--- config.mk ---
export PLATFORM = sky130hd
export DESIGN_NAME = reg_bus_rr_arbiter_flat
export DESIGN_NICKNAME = d
export VERILOG_FILES = /design/src/rtl/reg_bus_rr_arbiter_if.sv /design/src/rtl/reg_bus_rr_arbiter.sv /design/src/flat_wrapper.sv
export SDC_FILE = /design/constraint.sdc
export NUM_CORES = 1
export LEC_CHECK = 0
export CAP_MARGIN = 20
export CORE_ASPECT_RATIO = 1.1
export CORE_MARGIN = 2
export CORE_UTILIZATION = 30
export DETAILED_ROUTE_END_ITERATION = 12
export PLACE_DENSITY = 0.7
export SETUP_SLACK_MARGIN = 0.4
export SLEW_MARGIN = 20
export SYNTH_ARGS = -nofsm -noshare
export SYNTH_HDL_FRONTEND = slang
export SYNTH_SLANG_ARGS = --single-unit
--- constraint.sdc ---
create_clock -name HCLK -period 1.34 [get_ports HCLK]
set_input_delay 0.134 -clock HCLK [delete_from_list [all_inputs] [get_ports HCLK]]
set_output_delay 0.134 -clock HCLK [all_outputs]
set_load 0.01 [all_outputs]
--- src/rtl/reg_bus_rr_arbiter_if.sv ---
// reg_bus_rr_arbiter_if: groups the requester side and the register-block side of the
//    register access arbiter into one bundle.
// Ports (signals):
//    requester side  : req_vld, req_write, req_addr, req_be, req_wdata -> arbiter
//                      req_ack, req_rdata, req_err                     <- arbiter
//    register side   : addr, w_vld, r_vld, byte_enable, sw_wr_bus     <- arbiter
//                      rsp_vld, rsp_rdata, rsp_err                     -> arbiter
// Modports: slave = arbiter view, master = view of the widgets plus register block.
interface reg_bus_rr_arbiter_if #(
   parameter int N_REQ  = 2,
   parameter int ADDR_W = 32,
   parameter int DATA_W = 32
);
   localparam int BE_W = DATA_W / 8;

   // requester side, requester i occupies slice i of each packed vector
   logic [N_REQ-1:0]        req_vld;
   logic [N_REQ-1:0]        req_write;
   logic [N_REQ*ADDR_W-1:0] req_addr;
   logic [N_REQ*BE_W-1:0]   req_be;
   logic [N_REQ*DATA_W-1:0] req_wdata;
   logic [N_REQ-1:0]        req_ack;
   logic [DATA_W-1:0]       req_rdata;
   logic                    req_err;

   // register block side
   logic [ADDR_W-1:0]       addr;
   logic                    w_vld;
   logic                    r_vld;
   logic [BE_W-1:0]         byte_enable;
   logic [DATA_W-1:0]       sw_wr_bus;
   logic                    rsp_vld;
   logic [DATA_W-1:0]       rsp_rdata;
   logic                    rsp_err;

   modport slave (
      input  req_vld, req_write, req_addr, req_be, req_wdata,
      output req_ack, req_rdata, req_err,
      output addr, w_vld, r_vld, byte_enable, sw_wr_bus,
      input  rsp_vld, rsp_rdata, rsp_err
   );

   modport master (
      output req_vld, req_write, req_addr, req_be, req_wdata,
      input  req_ack, req_rdata, req_err,
      input  addr, w_vld, r_vld, byte_enable, sw_wr_bus,
      output rsp_vld, rsp_rdata, rsp_err
   );
endinterface

--- src/rtl/reg_bus_rr_arbiter.sv ---
// reg_bus_rr_arbiter: round-robin share of one register access port between N_REQ widgets.
// Latency: req_vld at T -> w_vld/r_vld at T+1 -> req_ack one cycle after rsp_vld (T+2 minimum).
// Backpressure: one access in flight; losing requesters hold req_vld until their req_ack.
// Ports: HCLK, HRESETn (async active-low) plus bus (reg_bus_rr_arbiter_if.slave) carrying the
//    requester handshake (req_*) and the register block port (addr/w_vld/r_vld/byte_enable/
//    sw_wr_bus out, rsp_vld/rsp_rdata/rsp_err in).
// Optional build macro REG_ARB_TIMEOUT_EN: abort an access with req_err=1 when no rsp_vld
//    arrives within TIMEOUT_CYC cycles of the strobe; without it WAIT is held indefinitely.
module reg_bus_rr_arbiter #(
   parameter int N_REQ       = 2,
   parameter int ADDR_W      = 32,
   parameter int DATA_W      = 32,
   parameter int TIMEOUT_CYC = 255
) (
   input  logic                 HCLK,
   input  logic                 HRESETn,
   reg_bus_rr_arbiter_if.slave  bus
);
   localparam int BE_W  = DATA_W / 8;
   localparam int IDX_W = (N_REQ > 1) ? $clog2(N_REQ) : 1;
   localparam int CW    = IDX_W + 1;

   typedef enum logic [1:0] {
      IDLE  = 2'd0,
      ISSUE = 2'd1,
      WAIT  = 2'd2,
      DONE  = 2'd3
   } state_t;

   state_t           state;
   logic [IDX_W-1:0] rr_ptr;     // last granted requester
   logic [IDX_W-1:0] win_idx;    // requester owning the access in flight
   logic             win_write;  // registered direction of the access in flight

   // ------------------------------------------------------------------
   // Round-robin pick: first requesting index after rr_ptr, wrapping.
   // cand is one bit wider so rr_ptr+k never overflows before the wrap.
   // ------------------------------------------------------------------
   logic             any_req;
   logic [IDX_W-1:0] pick;
   logic [CW-1:0]    cand;

   always_comb begin
      any_req = 1'b0;
      pick    = '0;
      cand    = '0;
      for (int k = 1; k <= N_REQ; k++) begin
         cand = {1'b0, rr_ptr} + CW'(k);
         if (cand >= CW'(N_REQ)) begin
            cand = cand - CW'(N_REQ);
         end
         if (!any_req && bus.req_vld[cand[IDX_W-1:0]]) begin
            any_req = 1'b1;
            pick    = cand[IDX_W-1:0];
         end
      end
   end

   // one-hot ack for the requester in flight
   logic [N_REQ-1:0] win_onehot;

   always_comb begin
      win_onehot          = '0;
      win_onehot[win_idx] = 1'b1;
   end

`ifdef REG_ARB_TIMEOUT_EN
   localparam int TO_W = $clog2(TIMEOUT_CYC + 1);

   // Counts cycles since the strobe; loaded with 1 on the strobe cycle so that
   // reaching TIMEOUT_CYC in ISSUE/WAIT lands DONE exactly TIMEOUT_CYC after it.
   logic [TO_W-1:0] to_cnt;
   logic            to_hit;

   assign to_hit = (to_cnt == TO_W'(TIMEOUT_CYC));
`endif

   // ------------------------------------------------------------------
   // Access sequencer. Every output is a register; strobes, ack and the
   // returned data default low each cycle so they are single-cycle pulses.
   // ------------------------------------------------------------------
   always_ff @(posedge HCLK or negedge HRESETn) begin
      if (!HRESETn) begin
         state           <= IDLE;
         rr_ptr          <= IDX_W'(N_REQ - 1);
         win_idx         <= '0;
         win_write       <= 1'b0;
         bus.addr        <= '0;
         bus.byte_enable <= '0;
         bus.sw_wr_bus   <= '0;
         bus.w_vld       <= 1'b0;
         bus.r_vld       <= 1'b0;
         bus.req_ack     <= '0;
         bus.req_rdata   <= '0;
         bus.req_err     <= 1'b0;
`ifdef REG_ARB_TIMEOUT_EN
         to_cnt          <= '0;
`endif
      end else begin
         bus.w_vld     <= 1'b0;
         bus.r_vld     <= 1'b0;
         bus.req_ack   <= '0;
         bus.req_rdata <= '0;
         bus.req_err   <= 1'b0;

         case (state)
            IDLE: begin
               if (any_req) begin
                  // snapshot the winner; later changes on its req_* are ignored
                  state           <= ISSUE;
                  rr_ptr          <= pick;
                  win_idx         <= pick;
                  win_write       <= bus.req_write[pick];
                  bus.addr        <= bus.req_addr[pick*ADDR_W +: ADDR_W];
                  bus.byte_enable <= bus.req_be[pick*BE_W +: BE_W];
                  bus.sw_wr_bus   <= bus.req_wdata[pick*DATA_W +: DATA_W];
                  bus.w_vld       <= bus.req_write[pick];
                  bus.r_vld       <= !bus.req_write[pick];
`ifdef REG_ARB_TIMEOUT_EN
                  to_cnt          <= TO_W'(1);
`endif
               end
            end

            ISSUE, WAIT: begin
               // a response in the strobe cycle itself is accepted here too
               if (bus.rsp_vld) begin
                  state         <= DONE;
                  bus.req_ack   <= win_onehot;
                  bus.req_rdata <= win_write ? '0 : bus.rsp_rdata;
                  bus.req_err   <= bus.rsp_err;
               end
`ifdef REG_ARB_TIMEOUT_EN
               else if (to_hit) begin
                  state         <= DONE;
                  bus.req_ack   <= win_onehot;
                  bus.req_rdata <= '0;
                  bus.req_err   <= 1'b1;
               end else begin
                  state  <= WAIT;
                  to_cnt <= to_cnt + TO_W'(1);
               end
`else
               else begin
                  state <= WAIT;
               end
`endif
            end

            DONE: begin
               state <= IDLE;
            end

            default: begin
               state <= IDLE;
            end
         endcase
      end
   end

endmodule

--- src/flat_wrapper.sv ---
// flat-port wrapper written by rule: the top's interface ports become plain ports
module reg_bus_rr_arbiter_flat 
#(
   parameter int N_REQ       = 2,
   parameter int ADDR_W      = 32,
   parameter int DATA_W      = 32,
   parameter int TIMEOUT_CYC = 255
)
  (HCLK, HRESETn, bus_req_vld, bus_req_write, bus_req_addr, bus_req_be, bus_req_wdata, bus_req_ack, bus_req_rdata, bus_req_err, bus_addr, bus_w_vld, bus_r_vld, bus_byte_enable, bus_sw_wr_bus, bus_rsp_vld, bus_rsp_rdata, bus_rsp_err);
  reg_bus_rr_arbiter_if #(.N_REQ(N_REQ), .ADDR_W(ADDR_W), .DATA_W(DATA_W)) bus_i ();
  input  logic HCLK;
  input  logic HRESETn;
  input wire logic [$bits(bus_i.req_vld)-1:0] bus_req_vld;
  input wire logic [$bits(bus_i.req_write)-1:0] bus_req_write;
  input wire logic [$bits(bus_i.req_addr)-1:0] bus_req_addr;
  input wire logic [$bits(bus_i.req_be)-1:0] bus_req_be;
  input wire logic [$bits(bus_i.req_wdata)-1:0] bus_req_wdata;
  output wire logic [$bits(bus_i.req_ack)-1:0] bus_req_ack;
  output wire logic [$bits(bus_i.req_rdata)-1:0] bus_req_rdata;
  output wire logic [$bits(bus_i.req_err)-1:0] bus_req_err;
  output wire logic [$bits(bus_i.addr)-1:0] bus_addr;
  output wire logic [$bits(bus_i.w_vld)-1:0] bus_w_vld;
  output wire logic [$bits(bus_i.r_vld)-1:0] bus_r_vld;
  output wire logic [$bits(bus_i.byte_enable)-1:0] bus_byte_enable;
  output wire logic [$bits(bus_i.sw_wr_bus)-1:0] bus_sw_wr_bus;
  input wire logic [$bits(bus_i.rsp_vld)-1:0] bus_rsp_vld;
  input wire logic [$bits(bus_i.rsp_rdata)-1:0] bus_rsp_rdata;
  input wire logic [$bits(bus_i.rsp_err)-1:0] bus_rsp_err;
  assign bus_i.req_vld = bus_req_vld;
  assign bus_i.req_write = bus_req_write;
  assign bus_i.req_addr = bus_req_addr;
  assign bus_i.req_be = bus_req_be;
  assign bus_i.req_wdata = bus_req_wdata;
  assign bus_req_ack = bus_i.req_ack;
  assign bus_req_rdata = bus_i.req_rdata;
  assign bus_req_err = bus_i.req_err;
  assign bus_addr = bus_i.addr;
  assign bus_w_vld = bus_i.w_vld;
  assign bus_r_vld = bus_i.r_vld;
  assign bus_byte_enable = bus_i.byte_enable;
  assign bus_sw_wr_bus = bus_i.sw_wr_bus;
  assign bus_i.rsp_vld = bus_rsp_vld;
  assign bus_i.rsp_rdata = bus_rsp_rdata;
  assign bus_i.rsp_err = bus_rsp_err;
  reg_bus_rr_arbiter #(.N_REQ(N_REQ), .ADDR_W(ADDR_W), .DATA_W(DATA_W), .TIMEOUT_CYC(TIMEOUT_CYC)) u_core (.HCLK(HCLK), .HRESETn(HRESETn), .bus(bus_i));
endmodule
* Word level (Yosys, flattened, before mapping)
Cells that the tools add are included.
Storage, ports and cells: register bits after elaboration 110, input bits 176
Operators by class: magnitude comparators 7, shifts and indexed selects 3, add/sub/neg operators 4, equal/unequal tests 4, reduce and logical (&&, ||, !) cells 7, muxes and demuxes 28
Operators with widths (number):
- indexed part select 64 x 7 -> 32 bit | 2
- 2-to-1 mux 32 bit | 3
- 2-to-1 mux 1 bit | 20
- less-than comparator 1 x 2 -> 1 bit, second input constant | 4
- indexed part select 8 x 4 -> 4 bit | 1
- 2-to-1 mux 2 bit | 3
- case mux 2 bit (3 select lines) | 1
- equality test 2 bit, second input constant | 2
- greater-or-equal comparator 2 bit, second input constant | 2
- adder 1 x 1 -> 2 bit, second input constant | 1
- adder 1 x 2 -> 2 bit, second input constant | 1
- equality test 2 x 1 -> 1 bit, second input constant | 1
- logical AND 1 bit | 2
- zero test 1 bit | 2
- zero test 2 bit | 1
- != test 2 x 1 -> 1 bit, second input constant | 1
- AND reduction 2 bit | 1
- OR reduction 2 bit | 1
- subtractor 1 bit, second input constant | 2
- demux 1 bit (select 1 bit) | 1
- greater-or-equal comparator 1 bit, second input constant | 1

* Logic depth before layout (Yosys ltp)
Gate-level depths: netlist (run 1).
depth in word-level cells 14, mapped depth 7, gate-level depth less buffers 5

* Worst setup path before layout (run 1)
Ideal clock, no wire load.
path type reg2reg, start point reg u_core.state[0], end point reg u_core.state[1], period minus slack after synthesis 1.435 ns, data arrival time 1.311 ns, setup slack -0.095 ns, setup time 0.125 ns, cell stages (with the launch flop) 5, buffers on the path 0, cell sequence dfrtp_1 -> inv_1 -> ha_1 -> nor3b_1 -> mux2_2
On the way: cells in the longest elaborated chain, start to end 3
Ends and longest elaborated chain:
- start: declaration | line reg_bus_rr_arbiter.sv:30 | state_t state;
- start signal: assignment | line reg_bus_rr_arbiter.sv:84 | state <= IDLE;
- start signal: assignment | line reg_bus_rr_arbiter.sv:110 | state <= ISSUE;
- start signal: assignment | line reg_bus_rr_arbiter.sv:128 | state <= DONE;
- equality test 2 x 1 -> 1 bit / equality test 2 bit (equally long branches) | line reg_bus_rr_arbiter.sv:106 | case (state)
- OR reduction 2 bit | line reg_bus_rr_arbiter.sv:106
- case mux 2 bit (3 select lines) | line reg_bus_rr_arbiter.sv:106
Several ways; a longest one is shown, not always the timed one. A chain may end at the register's enable or synchronous reset.

* Final worst setup path (run 1)
start point reg u_core.state[1], end point reg u_core.bus.sw_wr_bus[6]
On the way: cells in the longest elaborated chain, start to end 2
Ends and longest elaborated chain:
- zero test 2 bit | line reg_bus_rr_arbiter.sv:106
- AND reduction 2 bit (no line)
- end signal: assignment | line reg_bus_rr_arbiter.sv:116 | bus.sw_wr_bus <= bus.req_wdata[pick*DATA_W +: DATA_W];
- end: declaration | line reg_bus_rr_arbiter_if.sv:39 | output addr, w_vld, r_vld, byte_enable, sw_wr_bus,
Every way passes these cells.

==> results of run 1 <==
## report_power, final
group          leakage [nW]  total [mW]  internal, mW  switching, mW
clock network         0.150        2.73          1.51           1.22
registers              1.32        5.50          4.66          0.843
logic                  2.42        9.14          4.89           4.25
## cells in the final DEF, fill, tap and decap left out, types with 2 or more instances in the layout
cell / instances
buf_12: 13
buf_2: 65
nor2_2: 14
inv_2: 2
a21oi_4: 5
a21oi_1: 96
dfrtp_1: 109
nor2_1: 39
buf_16: 2
nand2_1: 69
nor2_4: 19
a21oi_2: 37
clkbuf_16: 12
and2_1: 19
clkinv_2: 2
and2_4: 14
buf_6: 42
buf_4: 47
clkdlybuf4s50_1: 174
and3_4: 2
## per-stage QoR
| stage | hold slack [ps] | utilization, % |
|---|---|---|
| final | 120.5 | 58.12 |
| after global routing | 110.5 | 58.12 |
| after CTS | 100.0 | 54.35 |
| after detailed placement | -58.89 | 51.59 |
| after global placement | -60.64 | 51.59 |
| after floorplan | -161.6 | - |
## per-layer routing
metal / vias up / global-route usage, %
li1: 2206 / -
met3: 28 / 6.940
met2: 193 / 34.89
met4: 0 / 6.718
met1: 2266 / 21.81
met5: - / 0
## registers in the layout, summed over array words and instances (netlist names)
signal / count
u_core.bus.req_ack: 2
u_core.bus.r_vld: 1
u_core.bus.byte_enable: 4
u_core.bus.req_rdata: 32
u_core.bus.sw_wr_bus: 32
u_core.win_idx: 1
u_core.win_write: 1
u_core.bus.w_vld: 1
u_core.state: 2
u_core.rr_ptr: 1
u_core.bus.req_err: 1
u_core.bus.addr: 32
## synthesized netlist by cell type
cell type,count
a21boi_2,1
o21ai_0,1
and2_1,33
dfrtp_1,109
dfstp_2,1
buf_6,5
inv_1,3
mux2_2,1
nor2_1,72
o21a_1,1
mux2i_1,2
nand2_1,70
and3_1,2
nor3b_1,1
buf_4,1
buf_2,19
ha_1,2
a31oi_1,1
a22o_1,1
clkbuf_1,9
a21oi_1,138
o21ai_2,1
a21bo_2,1
## layout make-up
type,instances,area [um2]
sequential,110,2754
timing repair buffer,347,3293
clock inverter,5,57.56
multi-input combinational,328,2043
clock buffer,11,242.7
inverter,3,11.26
fill,1249,6231
tap,196,245.2
## kinds of logic after synthesis
kind of cell	Yosys count
buffers and inverters	37
flip-flops	110
adder cells (fa/ha/maj)	2
AND/OR/NAND/NOR	178
AO/OA/AOI/OAI	145
multiplexers	3
## path summary, 6_finish.rpt
path	from	end	slack (ps)
worst max-delay path	u_core.state[1]	u_core.bus.sw_wr_bus[6]	-50
worst min-delay path	HRESETn	u_core.bus.req_rdata[15]	120
worst max register to register	u_core.state[1]	u_core.bus.sw_wr_bus[6]	-50
worst min register to register	u_core.win_idx	u_core.bus.req_ack[0]	510
max in group asynchronous	HRESETn	u_core.rr_ptr	690
min in group HCLK	bus_req_wdata[29]	u_core.bus.sw_wr_bus[29]	310
## timing repair
item                                   4_1_cts  5_1_grt
setup buffers                               22       23
hold buffers                                 1        0
endpoints found under the hold margin      109        0
gates resized for setup                    504       80
cloned                                       2        4
pin swaps                                   27        6
setup endpoints to repair                  215      215
==> results.md, run 1 <==
- Clk sinks: 110
- Clock edge transition at the registers on the reported setup and hold paths: ~70 ps
- NumNets Final: 977
- Final instance area: a little under 0.009 mm2
- Bufs and invs on worst path: 3
- Power density over the cells: roughly 2000 mW/mm2
- Fmax: slightly above 700 MHz
- Setup ws final: -46.67 ps
- Worst path max stage delay: ~400 ps
- 1st-pass router iterations: 4
- Root buffer cell: clkbuf_16
- Final period util: 103.5%
- Cells after Synth: 475
- Metal-1 WL: 6.111 mm
- Worst EP arrival: around 1700 ps
- Compound-gate portion of the synthesized area: approximately 17%
- Largest cells by area after synthesis: dfrtp_1 (60%), a21oi_1 (15%), nor2_1 (6.0%)
- Failing checks: negative setup slack
- Crit path required time: approximately 1600 ps
- Max-slew violations: 0
- Largest net degree at the start of global routing: 63
- Post-detail-place hpwl: between 10 and 15 mm
- Die ar.: approximately 0.016 mm2
- Post-Synth XOR/XNOR Area: 0%
- DR DRC count: 0
- Crit-path cells: inv_2, ha_4, o21a_4, buf_12, clkbuf_16, nor2_4, a21oi_2
- Post-synthesis simple-gate area fraction: about 17%
- Gr ovfl total: 0
- Area grow syn2layout: 91.23%
- Final WL: between 15 and 20 mm
- Max transition margin: between 70 and 80%
- Adder-cell share of the synthesized area: less than 1%
- HP Class: input port to async pin
- DR vias/cell: around 4.7
- RSZ-0062 raised after global routing: true
- Routed length per placed instance: 16.58 um
- Synth warn: 0
- Post-synthesis cell type count: 23
- Std-Cell Rows: 47
- Num CTS Buffers: 9
- Final TNS setup: -484.3 ps
- Hold Vio Cnt, Final: 0
- Longest Clk Path Bufs: 2
- Initial antenna violation count: 0
- Mux cell area share after synthesis: less than 1%
- Post-synthesis sequential element count: 110
- CP Depth: 7
- First-pass GRT wire length: roughly 25 mm
- Finished Layout Cells: 1000
- CP startpoint kind: flop
- Die Width: between 100 and 150 um
- Met2 WL: a little under 9 mm
- # IOs: roughly 280
- Post-Syn Nets: 653
- CTS H-tree lvls: 3
- Share of the synthesized area in the top cell type: slightly above 60%
- CTS tree: yes
- Initial Util: just over 30%
- Area of the core: ~0.015 mm2
- Crit path time final: approximately 1400 ps
- CP max stage cell: dfrtp_1
- Largest family of logic cells by synthesized area: simple AND/OR/NAND/NOR gates
- DR iter-0 viols: between 100 and 150
- Vias: around 4700
- DP Worst Slack: -325.5 ps
- Clock Skew: just over 8 ps
- Syn Area/Cell: 9.520 um2
- Setup violators final: 27
- Vias in the first global route: slightly below 5000
- ANT cells: 0
- Die Ht: about 130 um
- Crit Path Class: flop to flop
- GP Congestion: ~0.76
- Worst skew pair latency: 350 ps
- DR top layer: met4
- Crit Path Max Fanout: 5
- Status: finished, violations left
- Layout cells sized above 1: a little over a third
- Peak VDD IR: 0.8844 mV
- Met3 wire length: roughly 1.4 mm
- Dpl cell area: 0.007675 mm2
- Sequential-to-total area share from yosys stat: 60.90%
- Post-route ant nets: 0
- Tot Pwr: around 17 mW
- Static leakage: a little under 4 nW
- Largest area contributor in the netlist: dfrtp_1
- Register-to-Register Path Depth: 7
- Total track usage: roughly 20%
- Placed Instances: about 930
- Netlist Area Pre-Place: between 0.004 and 0.005 mm2
- Max-Cap Viols: 0
- Crit end category: flop
- Top Family by Delay on Critical Path: flip-flops
- Buffers on Ports: between 200 and 300
- Worst-margin pin slew: around 340 ps
(Power assumes the default switching activity.)
==> inputs of run 2 (changes only) <==
RECOVER_POWER = 50   (was default)
==> run 2 against run 1 <==
The run still ends with negative setup slack left. Critical path depth unchanged. Sequential share of layout area increased by 0.30 points. Count of clock-buffer cells in the layout unchanged. Die area unchanged. Critical endpoint unchanged. Combinational power decreased by 0.9%. Utilization decreased by 0.55 points.
==> results.md, run 2 (synthesized netlist as in run 1, its figures left out) <==
- Worst EP arrival: around 1700 ps
- Status: finished, violations left
- Flop pwr share: a little under a third
- Max transition margin: ~43%
- Num CTS Buffers: 9
- Worst skew pair latency: roughly 350 ps
- Hold Vio Cnt, Final: 0
- # IOs: 281
- Power Internal: roughly 11 mW
- Placed Instances: 932
- Final instance area: between 0.008 and 0.009 mm2
- Setup violators final: 28
- Switching power share of the total: 36.51%
- Fmax: 719.8 MHz
- Failing checks: negative setup slack
- Root buffer cell: clkbuf_16
- Longest Clk Path Bufs: 2
- Tot Pwr: around 17 mW
- Largest net degree at the start of global routing: between 60 and 70
- DR vias/cell: about 4.7
- First-pass GRT wire length: about 25 mm
- Die Ht: 132.8 um
- Worst hold margin: roughly 110 ps
- HP Class: input port to async pin
- Clock Skew: between 8 and 9 ps
- Gr ovfl total: 0
- Buffers on Ports: 280
- Max-Cap Viols: 0
- Top Registers: u_core.bus.addr x32, u_core.bus.req_rdata x32, u_core.bus.sw_wr_bus x32
- Dpl cell area: around 0.0077 mm2
- Most frequent cells in the layout: clkdlybuf4s50_1 (174), dfrtp_1 (109), a21oi_1 (96)
- Layout cells sized above 1: about a third
- ANT cells: 0
- RSZ-0062 raised after global routing: true
- Post-detail-place hpwl: 10.78 mm
- Clk sinks: between 100 and 150
- DR iter-0 viols: between 100 and 150
- Initial antenna violation count: 0
- 1st-pass router iterations: 4
- GP Congestion: about 0.76
- Crit path time final: ~1400 ps
- Routed length per placed instance: between 15 and 20 um
- Vias in the first global route: slightly below 5000
- Peak VDD IR: slightly below 0.9 mV
- Worst-margin pin slew: approximately 860 ps
- DP Worst Slack: -325.5 ps
- Die ar.: 0.01607 mm2
- Crit end category: flop
- Crit Path Class: flop to flop
- Vias: 4695
- Total track usage: 19.73%
- NumNets Final: roughly 1000
- DR DRC count: 0
- Die Width: approximately 120 um
- Power density over the cells: roughly 2000 mW/mm2
- Static leakage: between 3 and 4 nW
- CTS H-tree lvls: 3
- Finished Layout Cells: 1000
- Area of the core: 0.01488 mm2
- Clock power share: 15.8%
- Setup ws final: -49.24 ps
- Std-Cell Rows: 47
- Post-route ant nets: 0
- Clock edge transition at the registers on the reported setup and hold paths: around 70 ps
- Final period util: 103.7%
- CP startpoint kind: flop
- CTS tree: yes
- Final WL: between 15 and 20 mm
- Logic pwr share: a little over half
- NetSw: between 6 and 7 mW
- Leading cell type in the layout, fill and taps excluded: clkdlybuf4s50_1
- Crit Path Max Fanout: 5
- Initial Util: 30.39%
- Crit path required time: around 1600 ps
- Area grow syn2layout: 89.43%
- Max-slew violations: 0
[run 2: cell types whose count changed in the layout (fill, tap and decap cells not counted), sizes merged]
cell    change
buf        -15
clkbuf     +15
[run 2: cell type report]
class | count | area [um2]
Inverter | 3 | 11.26
Tap cell | 196 | 245.2
Clock buffer | 11 | 242.7
Fill cell | 1258 | 6312
Clock inverter | 5 | 57.56
Sequential cell | 110 | 2754
Multi-Input combinational cell | 328 | 2043
Timing Repair Buffer | 347 | 3212
[run 2: what timing repair did]
action	CTS	global route
hold buffers	1	0
gates resized for setup	504	80
setup buffers	22	23
endpoints found under the setup margin	215	215
cloned	2	4
hold endpoints to repair	109	0
pin swaps	27	6
[run 2: path summary, 6_finish.rpt]
check | end | start | slack, ps | depth (start not counted)
max in group asynchronous | u_core.bus.sw_wr_bus[10] | HRESETn | 150 | 3
setup / recovery | u_core.bus.sw_wr_bus[6] | u_core.state[1] | -50 | 7
min in group HCLK | u_core.bus.sw_wr_bus[29] | bus_req_wdata[29] | 310 | 3
hold reg to reg | u_core.bus.req_ack[0] | u_core.win_idx | 500 | 1
hold / removal | u_core.bus.req_rdata[15] | HRESETn | 110 | 2
setup reg to reg | u_core.bus.sw_wr_bus[6] | u_core.state[1] | -50 | 7
[run 2: worst max-delay path: stages, from the launching register on]
cell	delay (ps)
dfrtp_1	400
inv_2	80
ha_4	170
o21a_4	200
buf_12	140
clkbuf_16	170
nor2_4	40
a21oi_2	100
[run 2: per-stage QoR]
| stage | setup TNS (ps) | utilization (%) |
|---|---|---|
| floorplan | 0 | - |
| global placement | -15120 | 51.59 |
| detailed placement | -20060 | 51.59 |
| CTS | -195.8 | 54.35 |
| global route | -7005 | 57.57 |
| finish | -536.7 | 57.57 |
[run 2: per-layer routing]
| metal | vias to the layer above | GRT usage (%) | share of wire [%] |
|---|---|---|---|
| met1 | 2270 | 21.81 | 37 |
| li1 | 2208 | - | - |
| met3 | 26 | 6.940 | 8.7 |
| met2 | 191 | 34.89 | 53 |
| met4 | 0 | 6.718 | 2.2 |
| met5 | - | 0 | 0 |
[run 2: power groups by stage]
stage          registers [mW]  logic [mW]  clock network [mW]
2_1_floorplan            5.95        2.88                   0
3_3_place_gp             5.35        7.10                   0
3_5_place_dp             5.42        7.30                   0
4_1_cts                  5.42        7.65                2.81
5_1_grt                  5.63        9.78                2.96
6_report                 5.50        9.06                2.73
==> inputs of run 3 (changes only) <==
PLACE_DENSITY = 0.79   (was 0.7)
==> run 3 against run 2 <==
The run still ends with negative setup slack left. Routed wire length grew 3.0%. Setup slack lost 56 ps. Die area unchanged. Clock skew about the same. Power up 3.5%. First-iteration DRC count increased by 90%. Sequential share of layout area is 1.2 points lower. Hold slack better by 9.4 ps. Global-route usage decreased by 0.51 points. Critical path type unchanged.
==> results.md, run 3 (synthesized netlist as in run 1, its figures left out) <==
- Crit end category: flop
- Worst skew pair latency: 350 ps
- Clock edge transition at the registers on the reported setup and hold paths: about 70 ps
- Final instance area: just under 0.009 mm2
- DR DRC count: 0
- Vias: 4797
- Max transition margin: 44.25%
- Worst path max stage delay: about 400 ps
- R2R Setup Slk: -110 ps
- CP startpoint kind: flop
- Register-to-Register Path Depth: 7
- CP most frequent cell: buf_12
- Clk sinks: 110
- Area grow syn2layout: 96.65%
- NumNets Final: ~1000
- Crit path required time: between 1500 and 2000 ps
- Clock Skew: ~8.1 ps
- Buffers on Ports: 280
- Fmax: between 600 and 700 MHz
- Top Registers: u_core.bus.addr x32, u_core.bus.req_rdata x32, u_core.bus.sw_wr_bus x32
- CTS H-tree lvls: 3
- Met2 WL: between 8 and 9 mm
- Total track usage: around a fifth
- Failing checks: negative setup slack
- # IOs: approximately 280
- RSZ-0062 raised after global routing: true
- Setup violators final: between 60 and 70
- Gr ovfl total: 0
- CTS tree: yes
- Post-detail-place hpwl: 10.44 mm
- Hold Vio Cnt, Final: 0
- 1st-pass router iterations: 4
- DR vias/cell: 4.703
- Crit-path cells: inv_2, ha_4, buf_12, o21ai_4, buf_12, a21oi_1, a21oi_2
- Metal-1 WL: ~6.4 mm
- Peak VDD IR: between 0.8 and 0.9 mV
- DP Worst Slack: -234.3 ps
- Dpl cell area: a little under 0.008 mm2
- Post-route ant nets: 0
- First-pass GRT wire length: about 24 mm
- Initial antenna violation count: 0
- GP Congestion: just over 0.8
- Worst EP arrival: ~1700 ps
- Max-Cap Viols: 0
- Longest Clk Path Bufs: 2
- ANT cells: 0
- Vias in the first global route: 4647
- Crit Path Class: flop to flop
- Met3 wire length: roughly 1.4 mm
- Crit Path Max Fanout: 33
- Final TNS setup: -974.4 ps
- Crit path time final: approximately 1400 ps
- Final period util: 107.8%
- Tot Pwr: ~18 mW
- Status: finished, violations left
- Num CTS Buffers: 9
- Root buffer cell: clkbuf_16
- Area of the core: around 0.015 mm2
- Static leakage: a little over 4 nW
- Power Internal: about 12 mW
- Clock power share: ~15%
- Worst-margin pin slew: between 800 and 900 ps
- Largest net degree at the start of global routing: 66
- Std-Cell Rows: 47
- CP max stage cell: dfrtp_1
- HP Class: input port to async pin
- Flop pwr share: between 30% and 40%
- Routed length per placed instance: between 15 and 20 um
- DR iter-0 viols: 230
- Power density over the cells: roughly 2000 mW/mm2
- Switching power share of the total: 35.57%
- Layout cells sized above 1: between 30% and 40%
- R2r startpoint: u_core.state[0]
- Die Width: ~120 um
- Leading cell type in the layout, fill and taps excluded: clkdlybuf4s50_1
- Die ar.: 0.01607 mm2
- Max-slew violations: 0
- Final WL: ~17 mm
- Initial Util: around 30%
- Setup ws final: -105.0 ps
- Die Ht: about 130 um
- DR top layer: met4
- Worst r2r dst: u_core.bus.sw_wr_bus[5]
- Logic pwr share: a little over half
- Most frequent cells in the layout: clkdlybuf4s50_1 (174), dfrtp_1 (109), a21oi_1 (103)
- NetSw: between 6 and 7 mW
## run 3: cell types whose count changed in the layout (fill, tap and decap cells not counted), sizes merged
cell	change
inv	-1
buf	+31
clkbuf	-11
bufbuf	+1
clkinvlp	+1
clkinv	-1
## run 3: metrics by stage
| stage | instances | hold WS [ps] | utilization, % |
|---|---|---|---|
| after floorplan | 475 | -161.6 | - |
| after global placement | 933 | -54.17 | 51.72 |
| after detailed placement | 933 | -53.97 | 51.72 |
| after CTS | 979 | 104.4 | 54.41 |
| after global routing | 1020 | 119.2 | 59.77 |
| final | 1020 | 115.7 | 59.77 |
## run 3: worst max-delay path by stage
stage	start	end	slack [ps]
4_1_cts	u_core.state[1]	u_core.bus.addr[6]	-20
6_report	u_core.state[0]	u_core.bus.sw_wr_bus[5]	-110
2_1_floorplan	u_core.state[1]	u_core.state[1]	100
5_1_grt	u_core.state[0]	u_core.bus.sw_wr_bus[5]	-130
3_3_place_gp	bus_req_vld[0]	u_core.bus.addr[8]	-160
3_5_place_dp	bus_req_vld[0]	u_core.bus.addr[12]	-230
## run 3: final cells by class
class / instances / area (um2)
Inverter: 3 / 11.26
Sequential cell: 110 / 2754
Timing Repair Buffer: 368 / 3550
Multi-Input combinational cell: 328 / 2042
Clock buffer: 11 / 242.7
Fill cell: 1250 / 5986
Tap cell: 196 / 245.2
Clock inverter: 4 / 47.55
## run 3: repair_timing
item | 4_1_cts | 5_1_grt
setup endpoints to repair | 215 | 215
endpoints found under the hold margin | 109 | 0
pin swaps | 33 | 17
hold buffers | 1 | 0
cloned | 4 | 6
gates resized for setup | 488 | 103
buffers inserted | 26 | 35
## run 3: metal layers
metal	GRT usage (%)	up-vias
li1	-	2245
met1	22.57	2292
met2	31.65	216
met3	6.293	44
met4	8.979	0
met5	0	-
## run 3: critical path: cells and delay by family, from the launching register on
kind,cells,cell delay (ps)
compound gates,3,380
fa+ha+maj,1,180
buf+inv,3,350
flops,1,390
## run 3: power groups by stage
stage               combinational (mW)  sequential, mW  clock (mW)
floorplan                         2.88            5.95           0
global placement                  7.12            5.38           0
detailed placement                7.29            5.42           0
CTS                               7.63            5.34        2.77
global route                      10.4            5.58        2.96
finish                            9.74            5.46        2.70
